<file path="config.mk">
export PLATFORM = sky130hd
export DESIGN_NAME = sr_cmd_seq
export DESIGN_NICKNAME = d
export VERILOG_FILES = /design/src/rtl/sr_cmd_seq.sv
export SDC_FILE = /design/constraint.sdc
export NUM_CORES = 1
export LEC_CHECK = 0
export BUFFER_PORTS_ARGS = -buffer_cell sky130_fd_sc_hd__buf_4
export CAP_MARGIN = 20
export CELL_PAD_IN_SITES_DETAIL_PLACEMENT = 0
export CELL_PAD_IN_SITES_GLOBAL_PLACEMENT = 1
export CORE_MARGIN = 2
export CORE_UTILIZATION = 40
export CTS_CLUSTER_DIAMETER = 80
export DETAILED_ROUTE_END_ITERATION = 10
export GPL_TIMING_DRIVEN = 0
export PLACE_DENSITY_LB_ADDON = 0.1
export SLEW_MARGIN = 40
export SYNTH_ARGS = -nofsm -noshare
export SYNTH_HDL_FRONTEND = slang
export SYNTH_SLANG_ARGS = --single-unit
</file>
<file path="constraint.sdc">
create_clock -name clk -period 2.01 [get_ports clk]
set_input_delay 0.402 -clock clk [delete_from_list [all_inputs] [get_ports clk]]
set_output_delay 0.402 -clock clk [all_outputs]
set_load 0.1 [all_outputs]
</file>
<file path="src/rtl/sr_cmd_seq.sv">
// Command sequencer for an SR flip-flop stage: turns set/reset requests into
// fixed-width s/r pulses, verifies q feedback and keeps saturating counters.
module sr_cmd_seq #(
  parameter int PULSE_W  = 2,
  parameter int VERIFY_W = 3,
  parameter int CNT_W    = 8
) (
  input  logic             clk,
  input  logic             rst_n,
  input  logic             set_req,
  input  logic             rst_req,
  input  logic             q_fb,
  output logic             s,
  output logic             r,
  output logic             busy,
  output logic             done,
  output logic             err,
  output logic             conflict,
  output logic             fault,
  output logic [CNT_W-1:0] set_cnt,
  output logic [CNT_W-1:0] rst_cnt
);

  localparam int MAX_W = (PULSE_W > VERIFY_W) ? PULSE_W : VERIFY_W;
  localparam int TW    = $clog2(MAX_W + 1);

  typedef enum logic [1:0] {IDLE, DRIVE, VERIFY} state_t;

  state_t        state;
  logic          op;
  logic [TW-1:0] tmr;

  // One shared down-counter times both the drive pulse and the verify window;
  // op is 1 for SET, which is also the q value expected back.
  always_ff @(posedge clk) begin
    if (!rst_n) begin
      state    <= IDLE;
      op       <= 1'b0;
      tmr      <= '0;
      s        <= 1'b0;
      r        <= 1'b0;
      busy     <= 1'b0;
      done     <= 1'b0;
      err      <= 1'b0;
      conflict <= 1'b0;
      fault    <= 1'b0;
      set_cnt  <= '0;
      rst_cnt  <= '0;
    end else begin
      done     <= 1'b0;
      err      <= 1'b0;
      conflict <= 1'b0;
      case (state)
        IDLE: begin
          if (set_req && !rst_req) begin
            op    <= 1'b1;
            s     <= 1'b1;
            r     <= 1'b0;
            busy  <= 1'b1;
            tmr   <= TW'(PULSE_W - 1);
            state <= DRIVE;
          end else if (rst_req && !set_req) begin
            op    <= 1'b0;
            s     <= 1'b0;
            r     <= 1'b1;
            busy  <= 1'b1;
            tmr   <= TW'(PULSE_W - 1);
            state <= DRIVE;
          end else if (set_req && rst_req) begin
            conflict <= 1'b1;
          end
        end
        DRIVE: begin
          if (tmr == '0) begin
            s     <= 1'b0;
            r     <= 1'b0;
            tmr   <= TW'(VERIFY_W - 1);
            state <= VERIFY;
          end else begin
            tmr <= tmr - TW'(1);
          end
        end
        VERIFY: begin
          if (q_fb == op) begin
            done  <= 1'b1;
            busy  <= 1'b0;
            state <= IDLE;
            if (op) begin
              if (set_cnt != {CNT_W{1'b1}}) set_cnt <= set_cnt + CNT_W'(1);
            end else begin
              if (rst_cnt != {CNT_W{1'b1}}) rst_cnt <= rst_cnt + CNT_W'(1);
            end
          end else if (tmr == '0) begin
            err   <= 1'b1;
            fault <= 1'b1;
            busy  <= 1'b0;
            state <= IDLE;
          end else begin
            tmr <= tmr - TW'(1);
          end
        end
        default: begin
          s     <= 1'b0;
          r     <= 1'b0;
          busy  <= 1'b0;
          state <= IDLE;
        end
      endcase
    end
  end

endmodule
</file>
==> metrics.txt, run 1 <==
status complete, no violations; largest vdd supply drop 287 uV; cell depth of the worst flop-to-flop path 6; Area growth, synth to finish 20.9%; global route total overflow 0; Async SR Flop Fraction 0%; via count 1254; delay-heaviest family, CP flip-flops; max_cap viols 0; slowest stage delay, CP 0.42 ns; GRT Overall Usage 14.6%; # port buffers 27; Initial Util 42.6%; period utilization 91.0%; worst slew pin tran 0.500 ns; Synth Warn # 0; die height 64.3 um; setup TNS 0 ns; Max Freq 547 MHz; critical path arrival 2.05 ns; grt met2 use 24.3%; global route hottest layer met2; leakage power 0.731 nW; commonest non-fill, non-tap cell in the layout buf_4; Num CTS Buffers 3; CP max FO 7; Slew headroom 66.7%; CTS resizes 0; hold path depth 2; # nets final 217; # hold bufs at CTS 0; min-delay worst type primary input to flip-flop; Post-Syn Area 1460 um^2; Hold Vio Cnt, Final 0; dpl hpwl 2170 um; CTS root buf clkbuf_4; fin crit period 1.83 ns; Worst-path clk slew 0.14 ns; CTS max path bufs 2; CP Capture Type flip-flop; GPL Wtd Cong 0.762; largest net degree at the start of global routing 16; global-route wire length before repair 4840 um; drt drc 0; Critical Path, Cell by Cell inv_1, ha_1, and2_1, a2111oi_4, mux2i_1, nor2_1; sequential area share after synthesis 38.5%; Worst Clk Skew 0.00662 ns; CP max-delay cell dfxtp_1; final setup violation count 0; Die X 64.3 um; R2R Setup Slk 0.18 ns; layout cells sized above 1 21.8%; unrepaired setup endpoints after global routing false; Sink Count 28; met3 global-route usage 2.29%; Post CTS Setup Buffer Count 0; initial antenna violation count 0; Syn Area/Cell 8.77 um^2; H-tree levels 1; Antenna Cells 0; Skew-Pair Late Insertion Delay 0.33 ns; Antenna Nets Post-Route 0; wire length per cell 12.0 um; vias per cell 5.16; Placement Setup Slack 0.0164 ns; CTS tree built; Initial DRC Count 48; vias in the first global route 1112; Die ar. 4140 um^2; Post-Syn Nets 185; CP required 2.23 ns; pwr/cell area 707 nW/um^2; PnR worst setup slack 0.180 ns; ys flop type dfxtp_1; WL final 2920 um; Crit path depth 6; #FFs+latches synth 28; CP startpoint kind flip-flop; grt met1 use 19.3%; Ports 28; Slew Limit Fails 0; # rows 21; Core Area 3420 um^2; Post-synth EDFFs 0; Yosys cell types 36; Cells after Synth 166; most frequent cells in the layout buf_4 (27), dfxtp_1 (22), nor2_1 (17), ha_1 (14), a21oi_1 (13); crit path buf inv count 1; Setup CP Type flip-flop to flip-flop; number of detailed-route iterations in the first pass 4
-- cell type report --
cell class / instances / area, um^2
multi-input cells: 122 / 827
plain buffers: 4 / 23.8
inverters: 12 / 45.0
fillers: 358 / 1660
repair buffers: 27 / 203
well taps: 46 / 57.6
flip-flops and latches: 28 / 568
clock buffers: 4 / 36.3
-- metal layers --
layer,routed length (um),up-vias
li1,-,657
met1,1530,571
met2,1280,22
met3,93,4
met4,27,0
met5,0,-
-- per-stage QoR --
step / cells / utilization, % / hold WS [ns] / cell area (um^2) / power (mW)
after floorplan: 166 / - / 0.460 / 1460 / 0.908
after global placement: 239 / 50.5 / 0.456 / 1720 / 0.981
after detailed placement: 239 / 50.5 / 0.466 / 1720 / 0.986
after CTS: 243 / 51.5 / 0.357 / 1760 / 1.27
after global routing: 243 / 51.5 / 0.362 / 1760 / 1.32
final: 243 / 51.5 / 0.374 / 1760 / 1.25
-- sequential cells by signal, summed over array words and instances (netlist names) --
name,count
busy,1
conflict,1
done,1
err,1
fault,1
op,1
r,1
rst_cnt,8
s,1
set_cnt,8
state,2
tmr,2
-- worst register-to-register path, stage by stage, from the launching register on --
cell and delay, ns:
dfxtp_1 0.42, inv_1 0.10, ha_1 0.29, and2_1 0.23, a2111oi_4 0.40, mux2i_1 0.23, nor2_1 0.05
-- cell usage after synthesis (4+ instances only) --
cell type / n / area share, %
and2_1: 4 / 1.7
nand3_1: 6 / 2.1
nand4_1: 4 / 1.7
ha_1: 14 / 12
inv_1: 12 / 3.1
or3_1: 5 / 2.1
dfxtp_1: 28 / 38
a21oi_1: 13 / 4.5
nor2_1: 17 / 4.4
nand2_1: 11 / 2.8
o21ai_0: 10 / 3.4
-- power by group --
part	switching (mW)	total [mW]	internal, mW
sequential	0.0211	0.605	0.584
clock	0.164	0.274	0.111
combinational	0.240	0.366	0.126
total	0.425	1.25	0.820
-- logic make-up (layout without fill, tap and decap cells) --
kind of cell    count (synthesis)  count (layout)  share of synthesized area (%)
buf+inv                        16              47                           4.72
simple gates                   61              61                           21.4
mux                             3               3                           2.06
xor+xnor                        5               5                           3.01
fa+ha+maj                      14              14                           12.0
flops                          28              28                           38.5
compound gates                 39              39                           18.3
-- final timing paths --
path | from | to
worst min-delay path | rst_n | state[0]
worst min register to register | r | r
worst max register to register | state[0] | tmr[1]
worst max-delay path | state[0] | tmr[1]
(Power assumes the default switching activity.)
==> inputs of run 2 (changes only) <==
--- a/config.mk
+++ b/config.mk
@@ -13,7 +13,7 @@
 export CORE_UTILIZATION = 40
 export CTS_CLUSTER_DIAMETER = 80
 export DETAILED_ROUTE_END_ITERATION = 10
-export GPL_TIMING_DRIVEN = 0
+export GPL_TIMING_DRIVEN = 1
 export PLACE_DENSITY_LB_ADDON = 0.1
 export SLEW_MARGIN = 40
 export SYNTH_ARGS = -nofsm -noshare
==> run 2 against run 1 <==
Wire length grew 4.5%; critical path depth shrank 1; via count grew 0.40%; design area grew 1.7%; critical path type unchanged; final cell count grew 0.41%; fmax grew 0.26%; sequential share of layout area shrank 0.54 points; sequential power is essentially flat; hold slack gained 0.0028 ns.
==> metrics.txt, run 2 (synthesis results as in run 1) <==
largest vdd supply drop 307 uV; Hold Path End busy; slowest stage delay, CP 0.50 ns; Critical Path, Cell by Cell ha_1, nand2_1, a41o_1, or4_1, a21oi_1; most frequent cells in the layout buf_4 (32), dfxtp_1 (22), nor2_1 (17), ha_1 (14), a21oi_1 (13); # nets final 218; Num CTS Buffers 3; setup TNS 0 ns; reg2reg end rst_cnt[5]; CTS tree built; FF/Latch Area 568 um^2; crit path buf inv count 0; wire length per cell 12.5 um; global-route wire length before repair 5300 um; Post CTS Setup Buffer Count 0; Die X 64.3 um; final instance area 1790 um^2; fillers 338; drt drc 0; CTS resizes 0; vias per cell 5.16; pwr/cell area 759 nW/um^2; CTS max path bufs 2; Multi-input gate area 827 um^2; Initial DRC Count 105; Area growth, synth to finish 22.9%; # port buffers 27; vias in the first global route 1202; commonest non-fill, non-tap cell in the layout buf_4; Die ar. 4140 um^2; Worst-path clk slew 0.16 ns; number of detailed-route iterations in the first pass 4; reg-to-reg startpoint state[1]; CP Capture Type flip-flop; final setup violation count 0; Slew headroom 74.3%; period utilization 90.8%; initial antenna violation count 0; H-tree levels 1; CTS root buf clkbuf_4; # rows 21; critical path arrival 2.10 ns; status complete, no violations; Worst Clk Skew 0.00870 ns; Slew Limit Fails 0; # hold bufs at CTS 0; area post-placement 1740 um^2; leakage power 0.749 nW; CP startpoint kind flip-flop; unrepaired setup endpoints after global routing false; Core Area 3420 um^2; Max Freq 548 MHz; HP Start rst_n; largest net degree at the start of global routing 18; Setup CP Type flip-flop to flip-flop; GPL Wtd Cong 0.741; delay-heaviest family, CP simple AND/OR/NAND/NOR gates; CP max FO 13; GRT Overall Usage 16.0%; via count 1259; CP required 2.29 ns; global route total overflow 0; R2R Setup Slk 0.19 ns; Ports 28; Antenna Nets Post-Route 0; max_cap viols 0; leading registers by flop count rst_cnt x8, set_cnt x8; CP max-delay cell or4_1; dpl hpwl 2300 um; fin crit period 1.82 ns; Sink Count 28; layout cells sized above 1 23.2%; WL final 3050 um; min-delay worst type primary input to flip-flop; hold path depth 2; Antenna Cells 0; Initial Util 42.6%; cell depth of the worst flop-to-flop path 5; Hold Vio Cnt, Final 0; worst slew pin tran 0.386 ns; Skew-Pair Late Insertion Delay 0.33 ns; die height 64.3 um
## run 2: cell count changes in the layout (fill, tap and decap cells not counted)
cell | before | now
clkbuf_8 | 1 | 0
buf_4 | 27 | 32
buf_6 | 1 | 0
bufinv_16 | 0 | 1
buf_2 | 1 | 0
clkbuf_1 | 2 | 0
## run 2: metrics by stage
step,utilization (%),instances,setup slack [ns],hold slack (ns),power (mW)
after floorplan,-,166,0.0232,0.460,0.908
after global placement,50.9,240,0.222,0.455,0.992
after detailed placement,50.9,240,0.169,0.474,1.00
after CTS,52.4,244,0.183,0.373,1.37
after global routing,52.4,244,0.0493,0.365,1.43
final,52.4,244,0.185,0.376,1.36
## run 2: layout make-up
| cell class | instances | area share [%] |
|---|---|---|
| Multi-Input combinational cell | 122 | 46.2 |
| Clock inverter | 1 | 1.68 |
| Tap cell | 46 | 3.21 |
| Sequential cell | 28 | 31.7 |
| Timing Repair Buffer | 32 | 13.4 |
| Inverter | 12 | 2.52 |
| Clock buffer | 3 | 1.26 |
## run 2: worst max-delay path by stage
stage | endpoint | slack, ns | cells past startpoint | from
4_1_cts | rst_cnt[5] | 0.18 | 5 | state[1]
2_1_floorplan | rst_cnt[1] | 0.02 | 5 | rst_cnt[5]
5_1_grt | rst_cnt[5] | 0.05 | 5 | state[1]
3_3_place_gp | rst_cnt[5] | 0.22 | 7 | q_fb
3_5_place_dp | tmr[0] | 0.17 | 6 | set_req
6_report | rst_cnt[5] | 0.19 | 5 | state[1]
## run 2: worst reg2reg max path, cell delays in order (launching register included)
cell     delay [ns]
dfxtp_1        0.46
ha_1           0.25
nand2_1        0.08
a41o_1         0.34
or4_1          0.51
a21oi_1        0.15
## run 2: layer usage
layer	part of all wire [%]	GRT usage [%]
met1	49	21.9
met2	46	26.0
met3	4.1	2.29
met4	0.72	4.79
met5	0	0
## run 2: power breakdown
group,switching (mW),internal [mW]
clock,0.168,0.202
combinational,0.247,0.136
sequential,0.0227,0.584
total,0.437,0.921
==> inputs of run 3 (changes only) <==
--- a/config.mk
+++ b/config.mk
@@ -15,6 +15,7 @@
 export DETAILED_ROUTE_END_ITERATION = 10
 export GPL_TIMING_DRIVEN = 1
 export PLACE_DENSITY_LB_ADDON = 0.1
+export SETUP_SLACK_MARGIN = 0.2
 export SLEW_MARGIN = 40
 export SYNTH_ARGS = -nofsm -noshare
 export SYNTH_HDL_FRONTEND = slang
==> run 3 against run 2 <==
Global-route usage rose by 0.99 points; critical path depth increased by 1; flip-flop and latch count unchanged; power grew 1.0%; combinational power increased by 1%; critical endpoint unchanged; highest routed layer unchanged.
==> metrics.txt, run 3 (synthesis results as in run 1) <==
unrepaired setup endpoints after global routing true; H-tree levels 1; Hold Vio Cnt, Final 0; # nets final 217; CTS tree built; layout cells sized above 1 28.9%; Ports 28; DR WL met3 91 um; DR top layer met4; leakage power 0.750 nW; Die X 64.3 um; vias per cell 5.37; largest net degree at the start of global routing 23; reg-to-reg startpoint state[0]; largest vdd supply drop 317 uV; final instance area 1810 um^2; HP Start rst_n; Die ar. 4140 um^2; fin crit period 1.76 ns; global route total overflow 0; drt drc 0; Setup CP Type flip-flop to flip-flop; critical path arrival 2.03 ns; die height 64.3 um; status complete, no violations; CTS root buf clkbuf_4; min-delay worst type primary input to flip-flop; pwr/cell area 757 nW/um^2; Num CTS Buffers 3; Worst Clk Skew 0.00518 ns; setup TNS 0 ns; initial antenna violation count 0; Antenna Cells 0; dpl hpwl 2310 um; GPL Wtd Cong 0.768; Initial DRC Count 57; wire length per cell 13.1 um; CP max FO 13; # port buffers 27; final setup violation count 0; Slew headroom 51.5%; vias in the first global route 1233; WL final 3190 um; most frequent cells in the layout buf_4 (31), nor2_1 (17), dfxtp_2 (15), a21oi_1 (13), ha_1 (13); leading registers by flop count rst_cnt x8, set_cnt x8; area post-placement 1740 um^2; # rows 21; Area growth, synth to finish 24.4%; Skew-Pair Late Insertion Delay 0.34 ns; M1 WL 1580 um; Hold Path End state[0]; Antenna Nets Post-Route 0; Finished Core Util 53.0%; CP startpoint kind flip-flop; hold path depth 2; global-route wire length before repair 5620 um; number of detailed-route iterations in the first pass 4; via count 1305; GRT Overall Usage 17.0%; Core Area 3420 um^2; Sink Count 28; commonest non-fill, non-tap cell in the layout buf_4; CTS max path bufs 2; period utilization 87.4%; total power draw 1.37 mW; CP Capture Type flip-flop; Max Freq 570 MHz; Worst-path clk slew 0.16 ns; max_cap viols 0; worst slew pin tran 0.727 ns; Initial Util 42.6%; CP required 2.29 ns; reg2reg end rst_cnt[5]; Slew Limit Fails 0; # hold bufs at CTS 0; cell depth of the worst flop-to-flop path 6; metal2 WL 1480 um; R2R Setup Slk 0.25 ns
==> run 3: cell types whose count changed in the layout (fill, tap and decap cells not counted) <==
cell	delta
a41o_1	-1
a41o_4	+1
buf_4	-1
dfxtp_1	-10
dfxtp_2	+9
dfxtp_4	+1
ha_1	-1
ha_2	+1
==> run 3: timing repair <==
action | in CTS | in global routing
endpoints found under the setup margin | 3 | 6
pin swaps | 0 | 1
gates resized for setup | 2 | 4
setup buffers | 0 | 0
hold endpoints to repair | 0 | 0
==> run 3: report_power, final <==
group | total (mW) | switching, mW | internal [mW]
combinational | 0.387 | 0.250 | 0.137
clock | 0.378 | 0.176 | 0.202
sequential | 0.608 | 0.0227 | 0.585
==> run 3: worst max path at each step <==
stage,start,to,slack (ns)
floorplan,set_cnt[7],set_cnt[0],0.24
global placement,set_req,tmr[0],0.20
detailed placement,set_req,tmr[1],0.16
CTS,state[1],rst_cnt[5],0.22
global route,state[0],rst_cnt[5],0.19
finish,state[0],rst_cnt[5],0.25
==> run 3: per-layer routing <==
| metal | up-vias | global-route usage, % |
|---|---|---|
| li1 | 650 | - |
| met1 | 629 | 22.3 |
| met2 | 21 | 28.4 |
| met5 | - | 0 |
| met3 | 5 | 2.64 |
| met4 | 0 | 5.59 |
==> run 3: layout make-up <==
cell class | count | area, um^2
Timing Repair Buffer | 31 | 233
Clock inverter | 1 | 30.0
Tap cell | 46 | 57.6
Inverter | 12 | 45.0
Sequential cell | 28 | 583
Multi-Input combinational cell | 122 | 841
Fill cell | 346 | 1600
Clock buffer | 3 | 22.5
==> run 3: critical path, stage by stage, from the launching register on <==
cell,delay (ns)
dfxtp_2,0.37
inv_1,0.12
ha_2,0.22
nand2_1,0.08
a41o_4,0.30
or4_1,0.47
a21oi_1,0.14
==> run 3: metrics by stage <==
step	std cells	setup slack, ns	hold WS (ns)
final	243	0.254	0.351
after global routing	243	0.186	0.345
after CTS	243	0.215	0.341
after detailed placement	239	0.156	0.475
after global placement	239	0.199	0.456
after floorplan	166	0.238	0.460
